==> config.mk <==
export PLATFORM = sky130hd
export DESIGN_NAME = mem_arbiter
export DESIGN_NICKNAME = d
export VERILOG_FILES = /design/src/rtl/mem_arbiter_pkg.sv /design/src/rtl/mem_arbiter_arb_pick.sv /design/src/rtl/mem_arbiter.sv
export SDC_FILE = /design/constraint.sdc
export NUM_CORES = 1
export LEC_CHECK = 0
export CAP_MARGIN = 20
export CORE_ASPECT_RATIO = 0.5
export CORE_MARGIN = 2
export CORE_UTILIZATION = 50
export CTS_BUF_LIST = sky130_fd_sc_hd__clkbuf_8
export DETAILED_ROUTE_END_ITERATION = 6
export DONT_BUFFER_PORTS = 1
export PLACE_DENSITY = 0.63
export SLEW_MARGIN = 20
export SYNTH_ARGS = -nofsm -noshare
export SYNTH_HDL_FRONTEND = slang
export SYNTH_SLANG_ARGS = --single-unit
==> constraint.sdc <==
create_clock -name clk -period 2.36 [get_ports clk]
set_clock_uncertainty 0.15 [all_clocks]
set_input_delay 0.472 -clock clk [delete_from_list [all_inputs] [get_ports clk]]
set_output_delay 0.472 -clock clk [all_outputs]
set_load 0.005 [all_outputs]
==> src/rtl/mem_arbiter_pkg.sv <==
`default_nettype none
// +----------------------------------------------------------------------------+
// | mem_arbiter_pkg                                                            |
// | Shared state, owner and counter-width definitions for the bus arbiter.     |
// | Revision: 1.0                                                              |
// +----------------------------------------------------------------------------+
package mem_arbiter_pkg;

  localparam int STARVE_W = 4;

  typedef enum logic [1:0] {
    ST_IDLE  = 2'd0,
    ST_ISSUE = 2'd1,
    ST_WAIT  = 2'd2
  } state_t;

  typedef enum logic {
    OWN_IF = 1'b0,
    OWN_D  = 1'b1
  } owner_t;

endpackage
`default_nettype wire

==> src/rtl/mem_arbiter_arb_pick.sv <==
`default_nettype none
// +----------------------------------------------------------------------------+
// | arb_pick                                                                   |
// | Winner select between fetch and data plus the fetch starvation counter.    |
// | Revision: 1.0                                                              |
// +----------------------------------------------------------------------------+
module arb_pick
  import mem_arbiter_pkg::*;
#(
  parameter int STARVE_MAX = 4
)
(
  input  logic clk,
  input  logic rst,
  input  logic i_idle,
  input  logic i_pipe_flush,
  input  logic i_if_req,
  input  logic i_d_req,
  output logic o_if_gnt,
  output logic o_d_gnt
);

  localparam logic [STARVE_W-1:0] c_starve_max = STARVE_W'(STARVE_MAX);

  logic [STARVE_W-1:0] r_starve_cnt;
  logic                w_if_win;
  logic                w_d_win;

  // Data normally wins; fetch wins once it has lost STARVE_MAX contests in a row.
  always_comb begin
    w_if_win = i_if_req && !i_pipe_flush && (!i_d_req || (r_starve_cnt == c_starve_max));
    w_d_win  = i_d_req && !w_if_win;
  end

  always_ff @(posedge clk) begin
    if (rst) begin
      r_starve_cnt <= '0;
    end else if (i_idle) begin
      if (w_if_win) begin
        r_starve_cnt <= '0;
      end else if (w_d_win && i_if_req && (r_starve_cnt != c_starve_max)) begin
        r_starve_cnt <= r_starve_cnt + STARVE_W'(1);
      end
    end
  end

  assign o_if_gnt = i_idle && w_if_win;
  assign o_d_gnt  = i_idle && w_d_win;

endmodule
`default_nettype wire

==> src/rtl/mem_arbiter.sv <==
`default_nettype none
// +----------------------------------------------------------------------------+
// | mem_arbiter                                                                |
// | Single-outstanding arbiter sharing one memory bus between fetch and data.  |
// | Revision: 1.0                                                              |
// +----------------------------------------------------------------------------+
module mem_arbiter
  import mem_arbiter_pkg::*;
#(
  parameter int ADDR_W     = 32,
  parameter int DATA_W     = 32,
  parameter int STARVE_MAX = 4
)
(
  input  logic                clk,
  input  logic                rst,
  input  logic                pipe_flush,
  input  logic                if_req,
  input  logic [ADDR_W-1:0]   if_addr,
  output logic                if_gnt,
  output logic                if_rvalid,
  output logic [DATA_W-1:0]   if_rdata,
  input  logic                d_req,
  input  logic                d_we,
  input  logic [ADDR_W-1:0]   d_addr,
  input  logic [DATA_W/8-1:0] d_wstrb,
  input  logic [DATA_W-1:0]   d_wdata,
  output logic                d_gnt,
  output logic                d_rvalid,
  output logic [DATA_W-1:0]   d_rdata,
  output logic                mem_req,
  output logic                mem_we,
  output logic [ADDR_W-1:0]   mem_addr,
  output logic [DATA_W/8-1:0] mem_wstrb,
  output logic [DATA_W-1:0]   mem_wdata,
  input  logic                mem_gnt,
  input  logic                mem_rvalid,
  input  logic [DATA_W-1:0]   mem_rdata,
  output logic                busy
);

  state_t              r_state;
  state_t              w_state_nxt;
  owner_t              r_owner;
  logic                r_drop;
  logic                r_mem_req;
  logic                r_mem_we;
  logic [ADDR_W-1:0]   r_mem_addr;
  logic [DATA_W/8-1:0] r_mem_wstrb;
  logic [DATA_W-1:0]   r_mem_wdata;
  logic                r_if_rvalid;
  logic [DATA_W-1:0]   r_if_rdata;
  logic                r_d_rvalid;
  logic [DATA_W-1:0]   r_d_rdata;
  logic                w_idle;
  logic                w_if_gnt;
  logic                w_d_gnt;
  logic                w_complete;
  logic                w_flush_hit;

  assign w_idle      = (r_state == ST_IDLE);
  assign w_flush_hit = pipe_flush && (r_owner == OWN_IF) && !w_idle;

  arb_pick #(
    .STARVE_MAX (STARVE_MAX)
  ) u_arb_pick (
    .clk          (clk),
    .rst          (rst),
    .i_idle       (w_idle),
    .i_pipe_flush (pipe_flush),
    .i_if_req     (if_req),
    .i_d_req      (d_req),
    .o_if_gnt     (w_if_gnt),
    .o_d_gnt      (w_d_gnt)
  );

  always_ff @(posedge clk) begin
    if (rst) begin
      r_state <= ST_IDLE;
    end else begin
      r_state <= w_state_nxt;
    end
  end

  // Response accepted with the memory grant skips WAIT entirely.
  always_comb begin
    w_state_nxt = r_state;
    w_complete  = 1'b0;
    case (r_state)
      ST_IDLE: begin
        if (w_if_gnt || w_d_gnt) begin
          w_state_nxt = ST_ISSUE;
        end
      end
      ST_ISSUE: begin
        if (mem_gnt) begin
          w_complete  = mem_rvalid;
          w_state_nxt = mem_rvalid ? ST_IDLE : ST_WAIT;
        end
      end
      ST_WAIT: begin
        if (mem_rvalid) begin
          w_complete  = 1'b1;
          w_state_nxt = ST_IDLE;
        end
      end
      default: begin
        w_state_nxt = ST_IDLE;
      end
    endcase
  end

  always_ff @(posedge clk) begin
    if (rst) begin
      r_owner     <= OWN_IF;
      r_drop      <= 1'b0;
      r_mem_req   <= 1'b0;
      r_mem_we    <= 1'b0;
      r_mem_addr  <= '0;
      r_mem_wstrb <= '0;
      r_mem_wdata <= '0;
      r_if_rvalid <= 1'b0;
      r_if_rdata  <= '0;
      r_d_rvalid  <= 1'b0;
      r_d_rdata   <= '0;
    end else begin
      r_if_rvalid <= 1'b0;
      r_d_rvalid  <= 1'b0;

      if (w_if_gnt) begin
        r_owner     <= OWN_IF;
        r_mem_req   <= 1'b1;
        r_mem_we    <= 1'b0;
        r_mem_addr  <= if_addr;
        r_mem_wstrb <= '0;
        r_mem_wdata <= '0;
      end else if (w_d_gnt) begin
        r_owner     <= OWN_D;
        r_mem_req   <= 1'b1;
        r_mem_we    <= d_we;
        r_mem_addr  <= d_addr;
        r_mem_wstrb <= d_wstrb;
        r_mem_wdata <= d_wdata;
      end else if ((r_state == ST_ISSUE) && mem_gnt) begin
        r_mem_req   <= 1'b0;
      end

      // A flush in the completion cycle itself must still hide the fetch response.
      if (w_complete) begin
        r_drop <= 1'b0;
        if (r_owner == OWN_IF) begin
          r_if_rdata  <= mem_rdata;
          r_if_rvalid <= !(r_drop || w_flush_hit);
        end else begin
          r_d_rdata   <= mem_rdata;
          r_d_rvalid  <= 1'b1;
        end
      end else if (w_flush_hit) begin
        r_drop <= 1'b1;
      end
    end
  end

  assign if_gnt    = w_if_gnt;
  assign d_gnt     = w_d_gnt;
  assign if_rvalid = r_if_rvalid;
  assign if_rdata  = r_if_rdata;
  assign d_rvalid  = r_d_rvalid;
  assign d_rdata   = r_d_rdata;
  assign mem_req   = r_mem_req;
  assign mem_we    = r_mem_we;
  assign mem_addr  = r_mem_addr;
  assign mem_wstrb = r_mem_wstrb;
  assign mem_wdata = r_mem_wdata;
  assign busy      = !w_idle;

endmodule
`default_nettype wire
==> metrics <==
initial antenna violation count 0; Syn Std Cell Area a little under 7000 um2; post-synthesis xor/xnor area fraction 0%; overall routing resource usage 24.53%; input/output buffers 0; Seq/Total Area, Yosys a little over two fifths; post-synthesis average cell area roughly 9.6 um2; #FFs+latches synth 144; cells on worst reg2reg path 7; aggregate global routing overflow 0; largest net degree at the start of global routing 82; Post-Place Worst Slack approximately 0.15 ns; Synth async-reset ratio 0%; initial core utilization 52.12%; status complete, no violations; share of layout cells above drive strength 1 between 10% and 20%; critical path fanouts, max 37; mux cell area share after synthesis 14.42%; slew margin rel. between 50% and 60%; reg-to-reg startpoint u_arb_pick.r_starve_cnt[0]$_SDFFE_PP0P_; diode count 0; final instance area about 7300 um2; Die Wd approximately 170 um; number of max-cap violations 0; area leader, netlist dfxtp_1; Iteration-0 DRC Markers 400; CTS tree done; PnR Total Power approximately 5.5 mW; Post-Route Utilization approximately 56%; simple-gate share of the synthesized area 13.60%; Core ar. approximately 13000 um2; CP arrival roughly 2.5 ns; Worst-Margin Slew about 0.59 ns; Hold Path Class in -> reg; nets@finish between 800 and 900; Layout area overhead 8.400%; WHS Endpoint if_rvalid$_SDFF_PP0_; total die area around 14000 um2; Hold Path Origin pipe_flush; Routed WL per cell roughly 22 um; CP Class reg -> reg; Post-synth EDFFs 0; Compound-Gate Fraction of Synth Area between 20% and 30%; Die H 86.06 um; Fin. Hold Viols 0; top_reg_cell synth dfxtp_1; setup violators final 0; pwr/cell area around 750 nW/um2; clock buffer depth 2; hold path cells 1; via count about 5.4k; Fin Setup TNS 0 ns; number of remaining DRC errors 0; Post-DP Area slightly below 7000 um2; placed insts roughly 810; minimum clock period about 2.3 ns; worst setup margin approximately 0.11 ns; Synth Instances 700; crit path capture type register; routed wire length approximately 19000 um; Clock Root Buffer clkbuf_8; RSZ-0062 raised after global routing false; Area contributors post-synth dfxtp_1 (43%), mux2i_1 (14%), nand2_1 (7.6%); Worst IR Drop VDD ~0.34 mV; yosys warns 0; fin crit share a little over nine tenths; flop-to-flop setup slack roughly 0.11 ns; adder-cell share of the synthesized area approximately 1.1%; Critical Path RT between 2 and 3 ns; fin cells 850; GP Congestion about 0.8; post-synth top area share between 40% and 50%; drt first pass iters 5; hold_ws 0.03241 ns; # rows 29; I/O pin count 279; crit path cell chain inv_1 -> ha_2 -> and3b_1 -> buf_6 -> nand3_1 -> a311oi_1 -> dlygate4sd3_1; R2R Path End mem_wdata[12]$_SDFFE_PP0P_; largest stage delay on the critical path roughly 0.57 ns; Antenna Nets Post-Route 0; CP startpoint kind register; Synth Net Count between 800 and 900; vias per inst around 6.4; Max Clk Rate 0.4437 GHz; combinational family with the most area after synthesis compound AO/OA/AOI/OAI gates; clk_lat worst skew between 0.4 and 0.5 ns; Slew Viols, Final 0; hpwl dp 11260 um; # fillers 1160; total CTS buffers 17; CTS HTree Levels 4; slowest CP cell dlygate4sd3_1; clock slew at reported path FFs about 0.090 ns; vias in the first global route 5115; Distinct cells, synth 44; TritonCTS sink count roughly 140; first-pass GRT wire length between 20000 and 30000 um; Pleak 2.667 nW
## per-layer routing
metal	routed length [um]	vias to the layer above	global-route usage, %	share of wire, %
li1	-	2583	-	-
met1	7875	2586	30.77	42
met2	8547	253	39.11	46
met3	1963	26	10.06	11
met4	289	0	7.288	1.5
met5	0	-	0	0
## report_power, final
group | leakage (nW) | switching, mW | total [mW] | internal, mW
logic | 1.32 | 0.538 | 0.924 | 0.386
registers | 1.17 | 0.170 | 2.78 | 2.61
clock network | 0.170 | 1.04 | 1.80 | 0.758
## cells in the final DEF (no fill, tap or decap), types with 7 or more instances in the layout
cell,netlist,routed
mux2i_1,97,97
clkbuf_8,0,17
a311oi_1,17,17
a311oi_2,20,20
dfxtp_1,144,142
buf_4,5,10
a211oi_1,32,32
nand3_1,40,39
dlygate4sd3_1,0,7
a2111oi_0,32,32
nand2_1,136,136
o2111ai_1,37,37
## final cells by class
cell class / instances / area (um2) / area share (%)
tap: 170 / 212.7 / 2.914
multi-input combinational: 468 / 3452 / 47.30
clock buffer: 17 / 234.0 / 3.206
inverter: 7 / 26.28 / 0.3600
clock inverter: 14 / 122.6 / 1.680
timing repair buffer: 30 / 365.4 / 5.006
sequential: 144 / 2885 / 39.53
## cell families after synthesis
family / count (synthesis)
AOI/OAI and AO/OA: 160
adders and majority gates: 6
buffers and inverters: 88
DFF: 144
muxes: 97
and+or+nand+nor: 205
## worst max-delay path by stage
| stage | from | end | slack (ns) | cells past startpoint |
|---|---|---|---|---|
| 2_1_floorplan | r_state[0]$_SDFFE_PP0P_ | if_gnt | 0.30 | 8 |
| 3_3_place_gp | r_state[0]$_SDFFE_PP0P_ | mem_wdata[16]$_SDFFE_PP0P_ | 0.23 | 7 |
| 3_5_place_dp | r_state[0]$_SDFFE_PP0P_ | mem_wdata[17]$_SDFFE_PP0P_ | 0.15 | 7 |
| 4_1_cts | r_state[0]$_SDFFE_PP0P_ | mem_wdata[12]$_SDFFE_PP0P_ | 0.03 | 8 |
| 5_1_grt | u_arb_pick.r_starve_cnt[0]$_SDFFE_PP0P_ | mem_wdata[12]$_SDFFE_PP0P_ | 0.003 | 7 |
| 6_report | u_arb_pick.r_starve_cnt[0]$_SDFFE_PP0P_ | mem_wdata[12]$_SDFFE_PP0P_ | 0.11 | 7 |
## cell usage after synthesis, types with 5 or more instances
| library cell | n |
|---|---|
| a2111oi_0 | 32 |
| a311oi_1 | 17 |
| a21oi_1 | 6 |
| o2111ai_1 | 37 |
| nand2_1 | 136 |
| a211oi_1 | 32 |
| nand3_1 | 40 |
| ha_1 | 6 |
| dfxtp_1 | 144 |
| buf_2 | 29 |
| a311oi_2 | 20 |
| inv_1 | 5 |
| clkbuf_1 | 38 |
| nor2b_1 | 5 |
| buf_4 | 5 |
| mux2i_1 | 97 |
## worst max-delay path, delay by kind of cell, from the launching register on
kind / cells / cell delay [ns]
buf+inv: 3 / 0.95
flops: 1 / 0.35
simple gates: 2 / 0.33
compound gates: 1 / 0.24
fa+ha+maj: 1 / 0.18
## registers in the layout, indices dropped and copies added (netlist names)
register and count:
mem_we 1, if_rvalid 1, d_rdata 32, u_arb_pick.r_starve_cnt 4, r_drop 1, if_rdata 32, mem_addr 32, mem_req 1
r_state 2, d_rvalid 1, mem_wdata 32, mem_wstrb 4, r_owner 1
## timing repair
item	4_1_cts	5_1_grt
pin swaps	0	3
resized for setup	3	11
gates cloned	0	2
hold buffers	8	0
endpoints found under the setup margin	1	5
endpoints found under the hold margin	78	0
buffers inserted	0	4
Note: power is estimated with default switching activity, not from simulation.
